`config.mk`:
```
export PLATFORM = sky130hd
export DESIGN_NAME = bin2bcd_seq
export DESIGN_NICKNAME = d
export VERILOG_FILES = /design/src/rtl/bin2bcd_seq.sv
export SDC_FILE = /design/constraint.sdc
export NUM_CORES = 1
export LEC_CHECK = 0
export ABC_AREA = 1
export CAP_MARGIN = 20
export CORE_MARGIN = 1
export CORE_UTILIZATION = 42
export DETAILED_ROUTE_END_ITERATION = 6
export PLACE_DENSITY = 0.62
export SYNTH_ARGS = -nofsm -noshare
export SYNTH_HDL_FRONTEND = slang
export SYNTH_SLANG_ARGS = --single-unit
```
`constraint.sdc`:
```
create_clock -name clk -period 1.54 [get_ports clk]
set_input_delay 0.308 -clock clk [delete_from_list [all_inputs] [get_ports clk]]
set_output_delay 0.308 -clock clk [all_outputs]
set_load 0.02 [all_outputs]
```
`src/rtl/bin2bcd_seq.sv`:
```
`default_nettype none
// ============================================================================
// Module      : bin2bcd_seq
// Description : Sequential binary-to-BCD converter (shift-and-add-3), one
//               input bit per clock. Produces packed BCD, per-digit ASCII and
//               a saturating overflow flag. Conversions start on a start
//               handshake or on an optional periodic refresh tick.
//               Optional feature macro: BIN2BCD_BLANK_EN (leading-zero
//               blanking of the ASCII output).
// Revision    : 1.0 - initial release
// ============================================================================
module bin2bcd_seq #(
    parameter int WIDTH   = 12,
    parameter int DIGITS  = 4,
    parameter int REFRESH = 12_500_000
) (
    input  logic                  clk,
    input  logic                  rst_n,
    input  logic                  start,
    input  logic [WIDTH-1:0]      numero,
    output logic                  busy,
    output logic                  done,
    output logic [4*DIGITS-1:0]   bcd,
    output logic [8*DIGITS-1:0]   ascii,
    output logic                  overflow
);

    localparam int c_SW = 4 * DIGITS;
    localparam int c_AW = 8 * DIGITS;
    localparam int c_CW = $clog2(WIDTH + 1);

`ifdef BIN2BCD_BLANK_EN
    // Upper digits show as space, units digit as '0'
    localparam logic [c_AW-1:0] c_ASCII_RST = {DIGITS{8'h20}} | c_AW'(8'h10);
`else
    localparam logic [c_AW-1:0] c_ASCII_RST = {DIGITS{8'h30}};
`endif

    typedef enum logic [1:0] {
        S_IDLE  = 2'd0,
        S_SHIFT = 2'd1,
        S_DONE  = 2'd2
    } state_t;

    state_t             state_q, state_d;
    logic [WIDTH-1:0]   shift_q, shift_d;
    logic [c_SW-1:0]    scratch_q, scratch_d;
    logic               ovf_scr_q, ovf_scr_d;
    logic [c_CW-1:0]    cnt_q, cnt_d;
    logic               busy_q, busy_d;
    logic               done_q, done_d;
    logic [c_SW-1:0]    bcd_q, bcd_d;
    logic [c_AW-1:0]    ascii_q, ascii_d;
    logic               overflow_q, overflow_d;

    logic               w_tick;
    logic [c_SW-1:0]    w_corr;
    logic [c_SW-1:0]    w_res_bcd;
    logic [c_AW-1:0]    w_res_ascii;

    // ------------------------------------------------------------------
    // Periodic refresh tick; absent entirely when REFRESH is zero
    // ------------------------------------------------------------------
    generate
        if (REFRESH > 0) begin : g_refresh
            localparam int c_RW = (REFRESH > 1) ? $clog2(REFRESH) : 1;
            logic [c_RW-1:0] ref_cnt_q, ref_cnt_d;

            // Free-running 0..REFRESH-1 counter
            always_comb begin
                if (ref_cnt_q == c_RW'(REFRESH - 1)) begin
                    ref_cnt_d = '0;
                end else begin
                    ref_cnt_d = ref_cnt_q + c_RW'(1);
                end
            end

            // Counter register, restarts from zero on reset
            always_ff @(posedge clk or negedge rst_n) begin
                if (!rst_n) begin
                    ref_cnt_q <= '0;
                end else begin
                    ref_cnt_q <= ref_cnt_d;
                end
            end

            assign w_tick = (ref_cnt_q == c_RW'(REFRESH - 1));
        end else begin : g_no_refresh
            assign w_tick = 1'b0;
        end
    endgenerate

    // Add-3 correction on each digit >= 5; digits never exceed 9 so no carry
    always_comb begin
        w_corr = '0;
        for (int k = 0; k < DIGITS; k++) begin
            if (scratch_q[4*k +: 4] >= 4'd5) begin
                w_corr[4*k +: 4] = scratch_q[4*k +: 4] + 4'd3;
            end else begin
                w_corr[4*k +: 4] = scratch_q[4*k +: 4];
            end
        end
    end

    // Final result formatting: saturation, ASCII and optional blanking
`ifdef BIN2BCD_BLANK_EN
    logic w_lead;
`endif
    always_comb begin
        w_res_bcd   = ovf_scr_q ? {DIGITS{4'h9}} : scratch_q;
        w_res_ascii = '0;
        for (int k = 0; k < DIGITS; k++) begin
            w_res_ascii[8*k +: 8] = {4'h3, w_res_bcd[4*k +: 4]};
        end
`ifdef BIN2BCD_BLANK_EN
        // Saturated value is all nines, so it is naturally never blanked
        w_lead = 1'b1;
        for (int k = DIGITS - 1; k >= 1; k--) begin
            if (w_lead && (w_res_bcd[4*k +: 4] == 4'd0)) begin
                w_res_ascii[8*k +: 8] = 8'h20;
            end else begin
                w_lead = 1'b0;
            end
        end
`endif
    end

    // Next-state logic for the IDLE/SHIFT/DONE sequencer and datapath
    always_comb begin
        state_d    = state_q;
        shift_d    = shift_q;
        scratch_d  = scratch_q;
        ovf_scr_d  = ovf_scr_q;
        cnt_d      = cnt_q;
        busy_d     = busy_q;
        done_d     = 1'b0;
        bcd_d      = bcd_q;
        ascii_d    = ascii_q;
        overflow_d = overflow_q;
        case (state_q)
            S_IDLE: begin
                // A tick and start together still give a single conversion
                if (start || w_tick) begin
                    shift_d   = numero;
                    scratch_d = '0;
                    ovf_scr_d = 1'b0;
                    cnt_d     = c_CW'(WIDTH);
                    busy_d    = 1'b1;
                    state_d   = S_SHIFT;
                end
            end
            S_SHIFT: begin
                scratch_d = {w_corr[c_SW-2:0], shift_q[WIDTH-1]};
                shift_d   = {shift_q[WIDTH-2:0], 1'b0};
                if (w_corr[c_SW-1]) begin
                    ovf_scr_d = 1'b1;
                end
                cnt_d = cnt_q - c_CW'(1);
                if (cnt_q == c_CW'(1)) begin
                    state_d = S_DONE;
                end
            end
            S_DONE: begin
                bcd_d      = w_res_bcd;
                ascii_d    = w_res_ascii;
                overflow_d = ovf_scr_q;
                done_d     = 1'b1;
                busy_d     = 1'b0;
                state_d    = S_IDLE;
            end
            default: begin
                state_d = S_IDLE;
            end
        endcase
    end

    // State and output registers; reset abandons any conversion in flight
    always_ff @(posedge clk or negedge rst_n) begin
        if (!rst_n) begin
            state_q    <= S_IDLE;
            shift_q    <= '0;
            scratch_q  <= '0;
            ovf_scr_q  <= 1'b0;
            cnt_q      <= '0;
            busy_q     <= 1'b0;
            done_q     <= 1'b0;
            bcd_q      <= '0;
            ascii_q    <= c_ASCII_RST;
            overflow_q <= 1'b0;
        end else begin
            state_q    <= state_d;
            shift_q    <= shift_d;
            scratch_q  <= scratch_d;
            ovf_scr_q  <= ovf_scr_d;
            cnt_q      <= cnt_d;
            busy_q     <= busy_d;
            done_q     <= done_d;
            bcd_q      <= bcd_d;
            ascii_q    <= ascii_d;
            overflow_q <= overflow_d;
        end
    end

    assign busy     = busy_q;
    assign done     = done_q;
    assign bcd      = bcd_q;
    assign ascii    = ascii_q;
    assign overflow = overflow_q;

endmodule
`default_nettype wire

```
==> impl_results.md, run 1 <==
- Status: finished clean
- Yosys reg bits: 78
- Sink Count: 78
- Power, Total: 8.90 mW
- Yosys cell types: 33
- Clock root buffer: clkbuf_8
- Worst min path class: input pin to asynchronous set/reset pin
- DRT antenna net count: 0
- DRC viols: 0
- Drt first-iter violations: 111
- WL/cell: 12.2 µm
- Clock skew: 0.0161 ns
- RSZ-0062 raised after global routing: yes
- Mean Syn Cell Area: 7.75 µm²
- Fin cells: 752
- Clk buf depth: 2
- CTS tree: yes
- Synthesis-to-layout area growth: 26.5%
- First-pass GRT wire length: 15400 µm
- Die Ht: 102 µm
- Die ar.: 10500 µm²
- Worst EP required: 1.78 ns
- All-layer global routing usage: 0.189
- Final-report setup violation count: 0
- Arrival time worst endpoint: 1.77 ns
- Core Box Area: 9770 µm²
- Htree depth: 3
- Worst skew pair latency: 0.35 ns
- Initial antenna violation count: 0
- Sequential cell area fraction in the yosys report: 0.460
- Clock Pin Slew Worst Setup and Hold Paths: 0.09 ns
- Via density: 4.72
- Drt total wl: 9200 µm
- Drt first pass iters: 4
- Fin nets: 640
- Antenna cells: 0
- Core Util, Final: 0.549
- Cts bufs inserted: 9
- Crit. End Element: flip-flop
- Pin count of the biggest net entering global routing: 29
- Yosys warnings: 0
- Vias in the first global route: 3441
- Global route overflow: 0
- Most frequent cells in the layout: 133 x nand2_1, 77 x dfrtp_1, 49 x inv_1, 49 x nor2_1, 40 x nand3_1
- CP Launch Type: flip-flop
- Max-slew violation count: 0
- Mapped cell area: 4240 µm²
- Total number of vias: 3546
- Row count: 36
- HPWL Detailed: 6560 µm
- Share of cells above drive strength 1: 0.197
- Final hold violations: 0
- I/O Buffers: 49
- Die Wd: 102 µm
- IO Pins: 66
- Worst-path maximum fanout: 9
- Initial core utilization: 0.434
- # Max-Cap Violations: 0
- Placed instance count: 730
- Placer Congestion: 0.853
- Most common cell after layout, fill and taps aside: nand2_1
- P per Cell Area: 1660 nW/µm²
- Fmax: 654 MHz
- Worst hold slack: 0.407 ns
- P_leak: 2.80 nW
- Kind of critical path: flip-flop to flip-flop
- Tcrit/Tclk final: 0.993
- Syn Inst Count: 547
- Maximum VDD drop: 0.613 mV
- Tmin final: 1.53 ns
==> area by class of cell <==
type | instances | area [µm²]
well taps | 133 | 166
clock inverters | 6 | 93.8
multi-input cells | 380 | 1960
flip-flops and latches | 78 | 1950
clock buffers | 10 | 138
fillers | 948 | 4410
repair buffers | 85 | 823
inverters | 60 | 226
==> per-layer routing <==
| metal | vias up | GRT usage | share of wire |
|---|---|---|---|
| li1 | 1808 | - | - |
| met1 | 1644 | 0.246 | 0.47 |
| met2 | 83 | 0.315 | 0.48 |
| met3 | 11 | 0.0233 | 0.034 |
| met4 | 0 | 0.0879 | 0.016 |
| met5 | - | 0 | 0 |
==> cells in the mapped netlist <==
library cell / instances / area [µm²]
nand2_1: 161 / 604
dfrtp_1: 78 / 1950
nor2_1: 53 / 199
inv_1: 50 / 188
nand3_1: 40 / 200
buf_4: 33 / 248
o21ai_0: 28 / 140
a21oi_1: 20 / 100
ha_1: 11 / 138
nand2_2: 10 / 62.6
inv_2: 8 / 30.0
nor3_1: 7 / 35.0
nand4_1: 6 / 37.5
or2_2: 6 / 37.5
clkbuf_1: 4 / 15.0
nor2_2: 4 / 25.0
xor2_1: 4 / 35.0
buf_2: 3 / 15.0
buf_6: 3 / 33.8
o211ai_1: 3 / 22.5
conb_1: 2 / 7.51
xnor2_1: 2 / 17.5
a31oi_1: 1 / 6.26
clkinv_1: 1 / 3.75
clkinv_2: 1 / 5.00
nand2_4: 1 / 11.3
nand3_2: 1 / 10.0
nand3_4: 1 / 17.5
nand3b_1: 1 / 7.51
nor2_4: 1 / 11.3
o2111ai_1: 1 / 8.76
o211a_1: 1 / 10.0
o21ai_1: 1 / 5.00
==> logic make-up after synthesis <==
kind of cell,synth area share
simple gates,0.297
buf+inv,0.127
flops,0.460
compound gates,0.0691
fa+ha+maj,0.0325
xor+xnor,0.0124
other cells,0.00177
==> final timing paths <==
check,slack (ns),startpoint,depth (start not counted),to
setup / recovery,0.01,g_refresh.ref_cnt_q[0]$_DFF_PN0_,11,shift_q[5]$_DFFE_PN0P_
max in group asynchronous,0.63,rst_n,3,scratch_q[4]$_DFFE_PN0P_
setup reg to reg,0.01,g_refresh.ref_cnt_q[0]$_DFF_PN0_,11,shift_q[5]$_DFFE_PN0P_
min in group clk,0.48,shift_q[7]$_DFFE_PN0P_,2,shift_q[7]$_DFFE_PN0P_
hold / removal,0.41,rst_n,2,g_refresh.ref_cnt_q[10]$_DFF_PN0_
hold reg to reg,0.48,shift_q[7]$_DFFE_PN0P_,2,shift_q[7]$_DFFE_PN0P_
==> flip-flops by register name, summed over array words and instances, names as in the netlist <==
register and cells:
scratch_q 16, overflow 1, g_refresh.ref_cnt_q 24, cnt_q 4
shift_q 12, busy 1, state_q 2, done 1
ascii 16, ovf_scr_q 1
==> stage by stage <==
step	setup TNS, ns	setup slack (ns)	instance area, µm²
3_5_place_dp	0	0.0513	4910
3_3_place_gp	0	0.0576	4910
4_1_cts	0	0.0278	5110
5_1_grt	-2.86	-0.104	5360
2_1_floorplan	0	0.138	4290
6_report	0	0.0108	5360
==> critical path, cell delays in order, from the launching register on <==
cell       delay (ns)
dfrtp_1          0.36
ha_2             0.19
nand2_1          0.06
inv_2            0.06
nand2_2          0.05
nor2_2           0.09
nand3_2          0.11
nand3_4          0.12
nand2_8          0.09
clkbuf_16        0.18
nand2_1          0.05
nand2_1          0.05
==> power breakdown <==
part	total (mW)	switching [mW]	internal [mW]
combinational	3.92	2.34	1.58
sequential	3.22	0.545	2.68
clock	1.76	0.787	0.971
==> timing repair <==
action	4_1_cts	5_1_grt
pin swaps	0	3
setup buffers	0	2
gates resized for setup	35	52
hold buffers	1	0
cloned	0	3
hold endpoints to repair	26	0
setup endpoints to repair	35	44
Note: power is estimated with default switching activity, not from simulation.
==> run 2: changes to the inputs <==
PLACE_DENSITY = 0.64   (was 0.62)
clock period = 1.3 ns   (was 1.54 ns; I/O delays follow)
==> run 2 against run 1 <==
  * Via count is 7.9% higher
  * Total power rose by 22%
  * Fmax shrank 1.7%
  * Count of clock-buffer cells in the layout unchanged
  * Combinational power grew 25%
  * Critical path type unchanged
  * The run now ends with setup timing left
  * Sequential share of layout area down 2.5 points
==> impl_results.md, run 2 (synthesized netlist as in run 1, its figures left out) <==
- Status: finished with violations
- IO Pins: 66 (unchanged)
- Die Wd: 102 µm (unchanged)
- Met3 wire length: 372 µm (+20%)
- Share of cells above drive strength 1: 0.343 (+0.146)
- Power, Total: 10.8 mW (+22%)
- Tmin final: 1.56 ns (+0.0265 ns)
- DRC viols: 0 (unchanged)
- P per Cell Area: 1880 nW/µm² (+14%)
- Vias in the first global route: 3548 (+3.1%)
- Die Ht: 102 µm (unchanged)
- Top sig layer: met4
- Fillcell total: 879 (-7.3%)
- Via density: 4.78 (+1.4%)
- Clock Pin Slew Worst Setup and Hold Paths: 0.08 ns (about the same)
- Total number of vias: 3825 (+7.9%)
- Placed instance count: 766 (+4.9%)
- Worst min path class: input pin to asynchronous set/reset pin
- Worst-path maximum fanout: 8 (-1)
- DRT antenna net count: 0 (unchanged)
- Die ar.: 10500 µm² (unchanged)
- All-layer global routing usage: 0.200 (+0.0104)
- Maximum VDD drop: 0.878 mV (+43%)
- First-pass GRT wire length: 16100 µm (+4.5%)
- Final hold violations: 0 (unchanged)
- Worst hold slack: 0.365 ns (-0.0416 ns)
- P_leak: 2.99 nW (+6.8%)
- Slowest cell delay on critical path: 0.38 ns (+0.02 ns)
- Max-slew violation count: 0 (unchanged)
- Final-report setup violation count: 62 (+62)
- Antenna cells: 0 (unchanged)
- Most frequent cells in the layout: 134 x nand2_1, 77 x dfrtp_1, 71 x buf_4
- CP Launch Type: flip-flop
- CTS tree: yes
- Post-route setup slack: -0.256 ns (-0.266 ns)
- WL/cell: 13.0 µm (+6.2%)
- Clock skew: 0.00623 ns (-0.00990 ns)
- Cell Chain, Critical Path: nor2_1, nand2_1, nor2_2, nand3_4, nand3_4, buf_12, nand2_8, nand2_1, nand2_1
- Slowest cell on crit path: dfrtp_1
- M1 WL: 4520 µm (+5.6%)
- Worst skew pair latency: 0.36 ns (about the same)
- Fin cells: 800 (+6.4%)
- Cts bufs inserted: 9 (unchanged)
- RSZ-0062 raised after global routing: yes
- Number of flip-flops in the largest register: 24 (unchanged)
- Pin count of the biggest net entering global routing: 26 (-10%)
- DR WL met2: 5290 µm (+19%)
- CP delay by family, top: simple AND/OR/NAND/NOR gates
- Crit. End Element: flip-flop
- Post-place setup slack: -0.293 ns (-0.345 ns)
- Synthesis-to-layout area growth: 35.7%
- Setup TNS: -10.57 ns (-10.57 ns)
- Failing checks: setup timing
- Tcrit/Tclk final: 1.20 (+0.204)
- Most common cell after layout, fill and taps aside: nand2_1
- Crit path top cell by count: nand2_1
- I/O Buffers: 49 (unchanged)
- Worst path bufs/invs: 1 (-1)
- Placer Congestion: 0.824 (-3.4%)
- Initial antenna violation count: 0 (unchanged)
- Fin nets: 688 (+7.5%)
- Drt first pass iters: 4 (unchanged)
- Clk buf depth: 2 (unchanged)
- Worst EP required: 1.55 ns (-0.23 ns)
- Initial core utilization: 0.434 (unchanged)
- # Max-Cap Violations: 0 (unchanged)
- Clock root buffer: clkbuf_8
- Kind of critical path: flip-flop to flip-flop
- Htree depth: 3 (unchanged)
- Row count: 36 (unchanged)
- Arrival time worst endpoint: 1.80 ns (+0.03 ns)
- Biggest register: g_refresh.ref_cnt_q
- Fmax: 643 MHz (-1.7%)
- Global route overflow: 0 (unchanged)
- Drt first-iter violations: 172 (+55%)
- Sink Count: 78 (unchanged)
- HPWL Detailed: 6790 µm (+3.5%)
- Drt total wl: 10400 µm (+13%)
- Core Box Area: 9770 µm² (unchanged)
[run 2: final cells by class]
cell class | count | area [µm²] | share of cell area
Sequential cell | 78 | 1950 | 0.339
Tap cell | 133 | 166 | 0.0289
Multi-Input combinational cell | 383 | 2130 | 0.370
Clock buffer | 10 | 128 | 0.0222
Inverter | 60 | 235 | 0.0409
Clock inverter | 6 | 110 | 0.0191
Timing Repair Buffer | 130 | 1030 | 0.180
[run 2: stage by stage]
step / util / cell area, µm²
after global placement: 0.527 / 5150
after floorplan: - / 4290
after CTS: 0.564 / 5510
after detailed placement: 0.527 / 5150
final: 0.589 / 5750
after global routing: 0.589 / 5750
[run 2: path summary, 6_finish.rpt]
path / endpoint / cells past startpoint / slack [ns] / from
worst max-delay path: scratch_q[9]$_DFFE_PN0P_ / 9 / -0.26 / g_refresh.ref_cnt_q[6]$_DFF_PN0_
worst min-delay path: shift_q[2]$_DFFE_PN0P_ / 2 / 0.37 / rst_n
worst max register to register: scratch_q[9]$_DFFE_PN0P_ / 9 / -0.26 / g_refresh.ref_cnt_q[6]$_DFF_PN0_
worst min register to register: cnt_q[3]$_DFFE_PN0P_ / 2 / 0.48 / cnt_q[3]$_DFFE_PN0P_
max in group asynchronous: g_refresh.ref_cnt_q[2]$_DFF_PN0_ / 3 / 0.38 / rst_n
min in group clk: cnt_q[3]$_DFFE_PN0P_ / 2 / 0.48 / cnt_q[3]$_DFFE_PN0P_
[run 2: power breakdown]
group          internal (mW)  switching (mW)  total [mW]
Clock                   1.27           0.934        2.21
Sequential              3.17           0.559        3.73
Combinational           1.96            2.95        4.91
[run 2: timing repair]
item,in CTS,in global routing
pin swaps,8,18
endpoints found under the hold margin,22,0
hold buffers,1,0
setup buffers,2,12
setup endpoints to repair,92,88
resized for setup,142,96
cloned,1,3
[run 2: per-layer routing]
layer / GRT usage / up-vias
met1: 0.251 / 1829
met4: 0.0835 / 0
met3: 0.0267 / 18
met5: 0 / -
met2: 0.345 / 73
li1: - / 1905
